`config.mk`:
```
export PLATFORM = sky130hd
export DESIGN_NAME = mem_access_unit_flat
export DESIGN_NICKNAME = d
export VERILOG_FILES = /design/src/rtl/mem_access_unit_if.sv /design/src/rtl/mem_access_unit.sv /design/src/flat_wrapper.sv
export SDC_FILE = /design/constraint.sdc
export NUM_CORES = 1
export LEC_CHECK = 0
export BUFFER_PORTS_ARGS = -buffer_cell sky130_fd_sc_hd__buf_4
export CAP_MARGIN = 5
export CORE_MARGIN = 2
export CORE_UTILIZATION = 51
export DETAILED_ROUTE_END_ITERATION = 6
export PLACE_DENSITY = 0.8
export SLEW_MARGIN = 20
export SYNTH_ARGS = -nofsm -noshare
export SYNTH_HDL_FRONTEND = slang
export SYNTH_SLANG_ARGS = --single-unit
export TNS_END_PERCENT = 20
```
`constraint.sdc`:
```
create_clock -name CLK -period 2.35 [get_ports CLK]
set_input_delay 0.3525 -clock CLK [delete_from_list [all_inputs] [get_ports CLK]]
set_output_delay 0.3525 -clock CLK [all_outputs]
set_load 0.1 [all_outputs]
```
`src/rtl/mem_access_unit_if.sv`:
```
// Requester and data-memory signals of mem_access_unit. The unit is the slave of the
// requester and the master of the memory. The master modport is the requester/memory side.
interface mem_access_unit_if;
  logic        Req;
  logic        Wr;
  logic [1:0]  Size;
  logic        Unsigned;
  logic [31:0] Addr;
  logic [31:0] WData;
  logic [31:0] RData;
  logic        Busy;
  logic        Done;
  logic        Err;
  logic [31:0] Mem_Addr;
  logic        Mem_rd;
  logic        Mem_wr;
  logic [31:0] Mem_DIN;
  logic [31:0] Mem_DOUT;

  modport master (
    output Req, Wr, Size, Unsigned, Addr, WData, Mem_DOUT,
    input  RData, Busy, Done, Err, Mem_Addr, Mem_rd, Mem_wr, Mem_DIN
  );

  modport slave (
    input  Req, Wr, Size, Unsigned, Addr, WData, Mem_DOUT,
    output RData, Busy, Done, Err, Mem_Addr, Mem_rd, Mem_wr, Mem_DIN
  );
endinterface

```
`src/rtl/mem_access_unit.sv`:
```
// Load/store unit for a word-wide data memory: lane select, load extension, alignment check, RMW sub-word stores.
// Latency from the Req edge to Done: SW 2, load ReadWait+1, SB/SH ReadWait+2, misaligned 1; Req is only accepted in IDLE.
module mem_access_unit #(
  parameter int BigEndian = 1,
  parameter int ReadWait  = 1
) (
  input logic              CLK,
  input logic              Reset,
  mem_access_unit_if.slave bus
);
  typedef enum logic [1:0] {IDLE, READ, WRITE, DONE} state_t;

  localparam logic [3:0] READ_LAST = 4'(ReadWait - 1);

  state_t      state, state_nxt;
  logic [31:0] addr_q;
  logic [15:0] wdata_q;
  logic [1:0]  size_q;
  logic        wr_q, uns_q, err_q;
  logic [3:0]  rd_cnt;
  logic [31:0] din_q, rdata_q;

  logic        req_byte, req_half, req_misaligned;
  logic        cur_byte, cur_half, read_last;
  logic [4:0]  lane_shift;
  logic [31:0] lane_mask, wdata_lane, load_val, merged;
  logic [15:0] lane_word;

  // Request decode works on the live inputs; it only matters in the IDLE capture cycle.
  always_comb begin
    req_byte       = bus.Size == 2'b00;
    req_half       = bus.Size == 2'b01;
    req_misaligned = (req_half && bus.Addr[0]) ||
                     (!req_byte && !req_half && bus.Addr[1:0] != 2'b00);
  end

  always_comb begin
    cur_byte  = size_q == 2'b00;
    cur_half  = size_q == 2'b01;
    read_last = (state == READ) && (rd_cnt == READ_LAST);
    if (cur_half) begin
      lane_shift = (BigEndian != 0) ? {~addr_q[1], 4'b0000} : {addr_q[1], 4'b0000};
      lane_mask  = 32'h0000_FFFF << lane_shift;
      wdata_lane = {16'h0000, wdata_q} << lane_shift;
    end else begin
      lane_shift = (BigEndian != 0) ? {~addr_q[1:0], 3'b000} : {addr_q[1:0], 3'b000};
      lane_mask  = 32'h0000_00FF << lane_shift;
      wdata_lane = {24'h000000, wdata_q[7:0]} << lane_shift;
    end
    lane_word = 16'(bus.Mem_DOUT >> lane_shift);
    if (cur_byte) begin
      load_val = {{24{~uns_q & lane_word[7]}}, lane_word[7:0]};
    end else if (cur_half) begin
      load_val = {{16{~uns_q & lane_word[15]}}, lane_word};
    end else begin
      load_val = bus.Mem_DOUT;
    end
    merged = (bus.Mem_DOUT & ~lane_mask) | wdata_lane;
  end

  always_comb begin
    state_nxt = state;
    case (state)
      IDLE: begin
        if (bus.Req) begin
          if (req_misaligned) begin
            state_nxt = DONE;
          end else if (bus.Wr && !req_byte && !req_half) begin
            state_nxt = WRITE;
          end else begin
            state_nxt = READ;
          end
        end
      end
      READ:    if (read_last) state_nxt = wr_q ? WRITE : DONE;
      WRITE:   state_nxt = DONE;
      DONE:    state_nxt = IDLE;
      default: state_nxt = IDLE;
    endcase
  end

  // Every output is a decode of the state register and captured data, never of Req.
  assign bus.Busy     = state != IDLE;
  assign bus.Done     = state == DONE;
  assign bus.Err      = (state == DONE) && err_q;
  assign bus.Mem_rd   = state == READ;
  assign bus.Mem_wr   = state == WRITE;
  assign bus.Mem_Addr = (state == READ || state == WRITE) ? {addr_q[31:2], 2'b00} : 32'h0;
  assign bus.Mem_DIN  = (state == WRITE) ? din_q : 32'h0;
  assign bus.RData    = rdata_q;

  always_ff @(posedge CLK) begin
    if (Reset) begin
      state   <= IDLE;
      addr_q  <= '0;
      wdata_q <= '0;
      size_q  <= '0;
      wr_q    <= 1'b0;
      uns_q   <= 1'b0;
      err_q   <= 1'b0;
      rd_cnt  <= '0;
      din_q   <= '0;
      rdata_q <= '0;
    end else begin
      state <= state_nxt;
      if (state == IDLE && bus.Req) begin
        addr_q  <= bus.Addr;
        wdata_q <= bus.WData[15:0];
        size_q  <= bus.Size;
        wr_q    <= bus.Wr;
        uns_q   <= bus.Unsigned;
        err_q   <= req_misaligned;
        din_q   <= bus.WData;
        rd_cnt  <= '0;
      end
      if (state == READ) begin
        rd_cnt <= rd_cnt + 4'd1;
        // The last READ edge either finishes a load or builds the RMW write word.
        if (read_last) begin
          if (wr_q) begin
            din_q <= merged;
          end else begin
            rdata_q <= load_val;
          end
        end
      end
    end
  end
endmodule

```
`src/flat_wrapper.sv`:
```
// flat-port wrapper written by rule: the top's interface ports become plain ports
module mem_access_unit_flat 
#(
  parameter int BigEndian = 1,
  parameter int ReadWait  = 1
)
  (CLK, Reset, bus_Req, bus_Wr, bus_Size, bus_Unsigned, bus_Addr, bus_WData, bus_Mem_DOUT, bus_RData, bus_Busy, bus_Done, bus_Err, bus_Mem_Addr, bus_Mem_rd, bus_Mem_wr, bus_Mem_DIN);
  mem_access_unit_if bus_i ();
  input logic CLK;
  input logic Reset;
  input wire logic [$bits(bus_i.Req)-1:0] bus_Req;
  input wire logic [$bits(bus_i.Wr)-1:0] bus_Wr;
  input wire logic [$bits(bus_i.Size)-1:0] bus_Size;
  input wire logic [$bits(bus_i.Unsigned)-1:0] bus_Unsigned;
  input wire logic [$bits(bus_i.Addr)-1:0] bus_Addr;
  input wire logic [$bits(bus_i.WData)-1:0] bus_WData;
  input wire logic [$bits(bus_i.Mem_DOUT)-1:0] bus_Mem_DOUT;
  output wire logic [$bits(bus_i.RData)-1:0] bus_RData;
  output wire logic [$bits(bus_i.Busy)-1:0] bus_Busy;
  output wire logic [$bits(bus_i.Done)-1:0] bus_Done;
  output wire logic [$bits(bus_i.Err)-1:0] bus_Err;
  output wire logic [$bits(bus_i.Mem_Addr)-1:0] bus_Mem_Addr;
  output wire logic [$bits(bus_i.Mem_rd)-1:0] bus_Mem_rd;
  output wire logic [$bits(bus_i.Mem_wr)-1:0] bus_Mem_wr;
  output wire logic [$bits(bus_i.Mem_DIN)-1:0] bus_Mem_DIN;
  assign bus_i.Req = bus_Req;
  assign bus_i.Wr = bus_Wr;
  assign bus_i.Size = bus_Size;
  assign bus_i.Unsigned = bus_Unsigned;
  assign bus_i.Addr = bus_Addr;
  assign bus_i.WData = bus_WData;
  assign bus_i.Mem_DOUT = bus_Mem_DOUT;
  assign bus_RData = bus_i.RData;
  assign bus_Busy = bus_i.Busy;
  assign bus_Done = bus_i.Done;
  assign bus_Err = bus_i.Err;
  assign bus_Mem_Addr = bus_i.Mem_Addr;
  assign bus_Mem_rd = bus_i.Mem_rd;
  assign bus_Mem_wr = bus_i.Mem_wr;
  assign bus_Mem_DIN = bus_i.Mem_DIN;
  mem_access_unit #(.BigEndian(BigEndian), .ReadWait(ReadWait)) u_core (.CLK(CLK), .Reset(Reset), .bus(bus_i));
endmodule
```
After elaboration in Yosys (flattened, before gate mapping)
Index checks and enable logic that the tools add are counted.

cells by class
  $add $sub $neg = 1
  equal/unequal tests = 7
  shifts and indexed selects = 5
  mux-type cells = 19
  bitwise logic cells = 9
  reductions and logical operators = 21

operators by type and width
  cell                     number
  $mux W32                 10
  $and A32 B32 Y32         1
  $not A32 Y32             1
  $or A32 B32 Y32          1
  $shl A16 B5 Y32          1
  $shl A16 B5 Y32 const A  1
  $shl A8 B5 Y32           1
  $shl A8 B5 Y32 const A   1
  $shr A32 B5 Y16          1
  $logic_and A1 B1 Y1      8
  $mux W2                  4
  $mux W4                  2
  $pmux W2 S4              1
  $eq A2 B1 Y1 const B     3
  $logic_not A2 Y1         3
  $reduce_bool A2 Y1       3
  $mux W5                  1
  $add A4 B1 Y4 const B    1
  $eq A2 B2 Y1 const B     2
  $logic_not A4 Y1         1
  $not A1 Y1               3
  $reduce_and A3 Y1        1
  $and A1 B1 Y1            2
  $logic_not A1 Y1         2
  other kinds (6)          7

storage, ports and cells
  register bits = 123
  input port bits = 103
  output and inout bits = 101
  word-level logic and storage cells = 72

Longest topological paths before layout
  word-level depth = 9
  gate-level depth with buffers = 8
  gate-level depth less buffers = 6

Worst setup path before layout
Ideal clock, no wire load.

  path kind = register to output
  start point = register u_core.state[0]
  end point = output bus_Mem_DIN[10]
  arrival = 2.319 ns
  required time = 1.997 ns
  slack = -0.322 ns
  cell stages (with the launch flop) = 5
  path buffers = 1
  path through = dfxtp_1 inv_1 ha_1 clkbuf_1 and2_1

on the way
  word-level cells in the longest chain between the ends = 2

ends and longest elaborated chain
  item                    RTL line                RTL
  start, declared         mem_access_unit.sv:15   state_t state, state_nxt;
  start signal, assigned  mem_access_unit.sv:105  state <= state_nxt;
  $eq A2 B2 Y1            n/a
  net bus_Mem_wr          flat_wrapper.sv:24      output wire logic [$bits(bus_i.Mem_wr)-1:0] bus_Mem_wr;
  $mux W32                mem_access_unit.sv:89   assign bus.Mem_DIN = (state == WRITE) ? din_q : 32'h0;
  end, declared           flat_wrapper.sv:25      output wire logic [$bits(bus_i.Mem_DIN)-1:0] bus_Mem_DIN;

The timed path passes the listed nets, and every way through them passes these cells.

Worst setup path after layout
  start point = register u_core.state[0]
  end point = output bus_Mem_Addr[20]

on the way
  word-level cells in the longest chain between the ends = 3
  elaborated cells on any way between the ends = 4
  those cells by class = 2 x eq/ne; 1 x mux; 1 x reduce/logical

ends and longest elaborated chain
  item                                                 RTL line               RTL
  $eq A2 B1 Y1 / $eq A2 B2 Y1 (equally long branches)  mem_access_unit.sv:88  assign bus.Mem_Addr = (state == READ || state == WRITE) ? {addr_q[31:2], 2'b00} : 32'h0;
  $logic_or A1 B1 Y1 *                                 mem_access_unit.sv:88
  $mux W32 *                                           mem_access_unit.sv:88
  end, declared                                        flat_wrapper.sv:22     output wire logic [$bits(bus_i.Mem_Addr)-1:0] bus_Mem_Addr;

Mark *: on every way between the ends. The rest lies on a longest branch, timed or not.

==> flow_summary.toml <==
[run_status]
outcome = "finished clean"

[floorplanning]
die_w_um = 113.7
ios = 204
rows = 40
coreArea_mm2 = 0.01186
die_area_mm2 = 0.01293
die_y_um = 113.7
initial_utilization_pct = 51.74

[synth]
synth_top_area_share_pct = 40.12
syn_area_per_cell_um2 = 8.194
synth_area_leader_cell = "dfxtp_1"
synth_top_family_by_area = "simple AND/OR/NAND/NOR gates"
synth-xor-area-share_pct = 0
synthMuxAreaShare_pct = 6.035
synthSimpleGateAreaFrac_pct = 24.87
netlist_area_mm2 = 0.006137
synth_compound_area_share_pct = 21.96
yosysSeqAreaShare_pct = 40.12
yosysUniqueCellTypes = 54
syn_inst = 749
synth-seq-cells = 123
netlist_top_cells_area = "dfxtp_1 (40%), nand2_1 (9.1%), and2_1 (6.7%)"
synth_ff_type = "dfxtp_1"
yosys_warnings = 0
async_reset_ff_share_pct = 0
synth_edf_count = 0
synth-adder-area-share_pct = 1.427

[clock_network]
clk_pin_slew_ns = 0.05
cts_resized = 0
cts_num_sinks = 123
clockBufferDepth = 2
cts_inserted_buffers = 17
ctsHoldBuffers = 0
post_cts_buffers = 0
htree_levels = 4
cts_tree = "built"
clkLatencyLatePin_ns = 0.42
cts-root-buf = "clkbuf_16"

[power]
power.density_mw_per_mm2 = 1390
peakVddDrop_mv = 0.7959
p_int_mw = 5.709
p_leak_nw = 3.608
pwr-share-comb_pct = 53.4
pwr-share-seq_pct = 25.6
p_sw_mw = 5.804
clock_power_share_pct = 20.9
switching_share_pct = 50.41

[worst_hold_path]
hp-class = "in -> reg"

[global_route]
overflow = 0
grtUsageTotal_pct = 29.83
grt_pass1_wl_um = 30170
grt_pass1_vias = 5940
grt_max_degree = 112
antenna_found_initial = 0

[sta]
rsz0062_at_grt = "no"
final_max_slew_viol_count = 0
layout_setup_ws_ns = 0.1079
period_minus_slack_ns = 2.242
finalSetupViolCount = 0
fmax_ghz = 0.4460
tightest_slew_ns = 0.6281
final.setup_skew_ns = 0.008473
slew_headroom_pct = 58.13
finalCritPeriodShare_pct = 95.41
hold_viol = 0
setup_tns_ns = 0

[placement]
place_area_mm2 = 0.007704
gp_congestion = 0.9059
place_ws_ns = 0.2157
dpl.hpwl_um = 13610
io_buffers = 201

[run]
cap_violations = 0

[route]
viasPerCell = 5.782
wl_um = 19470
routedWlPerCell_um = 17.99
drt_iter0_drc = 632
firstDrtPassIters = 5
dr_total_vias = 6256
drc = 0
ant_nets = 0

[layout]
drive_gt1_share_pct = 31.23
final_util_pct = 69.81
syn_to_final_growth_pct = 34.92
nets = 1032
fin_area_mm2 = 0.008280
fill_cells = 977
insertedDiodeCount = 0

[worst_setup_path]
cp.required_ns = 2.00
crit_fanout = 31
worstSetupStartpointType = "register"
end_kind = "output pin"
crit_arrival_ns = 1.89
critPathKind = "reg -> out"
==> placed cells by master (no fill, tap or decap), drive strengths merged, types with 2 or more instances in the layout <==
| cell type | synthesis | final |
|---|---|---|
| a21oi | 82 | 82 |
| clkbuf | 33 | 24 |
| or2 | 3 | 3 |
| mux2 | 8 | 8 |
| ha | 7 | 7 |
| a211oi | 24 | 24 |
| nor3 | 2 | 2 |
| buf | 32 | 218 |
| and4 | 3 | 3 |
| nand2b | 7 | 7 |
| and2 | 66 | 66 |
| nor2 | 42 | 42 |
| nand3 | 14 | 14 |
| nand2 | 149 | 149 |
| o31ai | 5 | 5 |
| a31o | 8 | 8 |
| a21boi | 8 | 8 |
| dfxtp | 123 | 123 |
| a221oi | 27 | 27 |
| o21ai | 17 | 17 |
| or3 | 2 | 2 |
| conb | 1 | 2 |
| nor4b | 9 | 9 |
| mux2i | 28 | 28 |
| a311oi | 8 | 8 |
| clkinv | 0 | 7 |
| a31oi | 13 | 13 |
| nand3b | 3 | 3 |
| and3 | 6 | 6 |
| inv | 7 | 7 |
==> worst max-delay path, cell delays in order, from the launching register on <==
cell and delay, ns:
dfxtp_1 0.38, inv_1 0.10, ha_1 0.30, buf_6 0.21, and2_1 0.18, buf_4 0.29
==> Yosys cell counts (6+ instances only) <==
cell type	n
a21oi_1	82
ha_1	7
a21boi_0	8
dfxtp_1	123
and2_1	66
nand2_1	148
buf_4	6
a31oi_1	11
a311oi_1	8
a221oi_1	27
mux2_2	8
o21ai_0	13
nor2_1	39
a31o_2	8
nor4b_1	8
a211oi_1	23
clkbuf_1	33
nand3_1	14
and3_1	6
inv_1	6
mux2i_1	28
buf_2	19
==> state kept, by name, summed over array words and instances, names as in the netlist <==
signal	flops
u_core.size_q	2
u_core.bus.RData	32
u_core.rd_cnt	4
u_core.state	2
u_core.uns_q	1
u_core.err_q	1
u_core.din_q	32
u_core.addr_q	32
u_core.wr_q	1
u_core.wdata_q	16
==> power groups by stage <==
stage	sequential (mW)	combinational, mW	clock (mW)
floorplan	4.38	3.33	0
global placement	2.97	6.02	0
detailed placement	2.99	6.07	0
CTS	2.94	6.09	2.43
global route	3.00	6.48	2.54
finish	2.95	6.15	2.41
==> worst paths after layout <==
kind / startpoint / end / slack [ns] / depth (start not counted)
max: u_core.state[0] / bus_Mem_Addr[20] / 0.11 / 5
min: bus_Addr[20] / u_core.addr_q[20] / 0.18 / 3
min reg2reg: u_core.addr_q[17] / u_core.addr_q[17] / 0.45 / 2
max reg2reg: u_core.state[0] / u_core.din_q[24] / 0.27 / 6
==> logic make-up after synthesis <==
group | after synthesis
and+or+nand+nor | 310
AOI/OAI and AO/OA | 200
DFF | 123
buffers and inverters | 72
muxes | 36
adders and majority gates | 7
other | 1
==> through the flow <==
stage / instances / total power, mW / hold WS (ns)
after floorplan: 750 / 7.712 / 0.4317
after global placement: 1050 / 8.985 / 0.4371
after detailed placement: 1050 / 9.059 / 0.4423
after CTS: 1082 / 11.46 / 0.1683
after global routing: 1082 / 12.02 / 0.1765
final: 1082 / 11.51 / 0.1801
==> cell type report <==
class / instances / area, um2 / area share (%)
clock buffer: 24 / 471.7 / 5.697
clock inverter: 8 / 68.82 / 0.8311
inverter: 7 / 26.28 / 0.3173
multi-input combinational: 555 / 3359 / 40.57
sequential: 123 / 2462 / 29.74
tap: 147 / 183.9 / 2.221
timing repair buffer: 218 / 1708 / 20.63
==> routing by layer <==
metal	track usage, %	vias to the layer above	routed length (um)	share of wire [%]
met2	49.46	288	9195	47
li1	-	2977	-	-
met5	0	-	0	0
met4	10.81	0	565	2.9
met1	37.41	2947	7989	41
met3	8.130	44	1715	8.8
No activity file was read; power rests on OpenSTA's default activity.
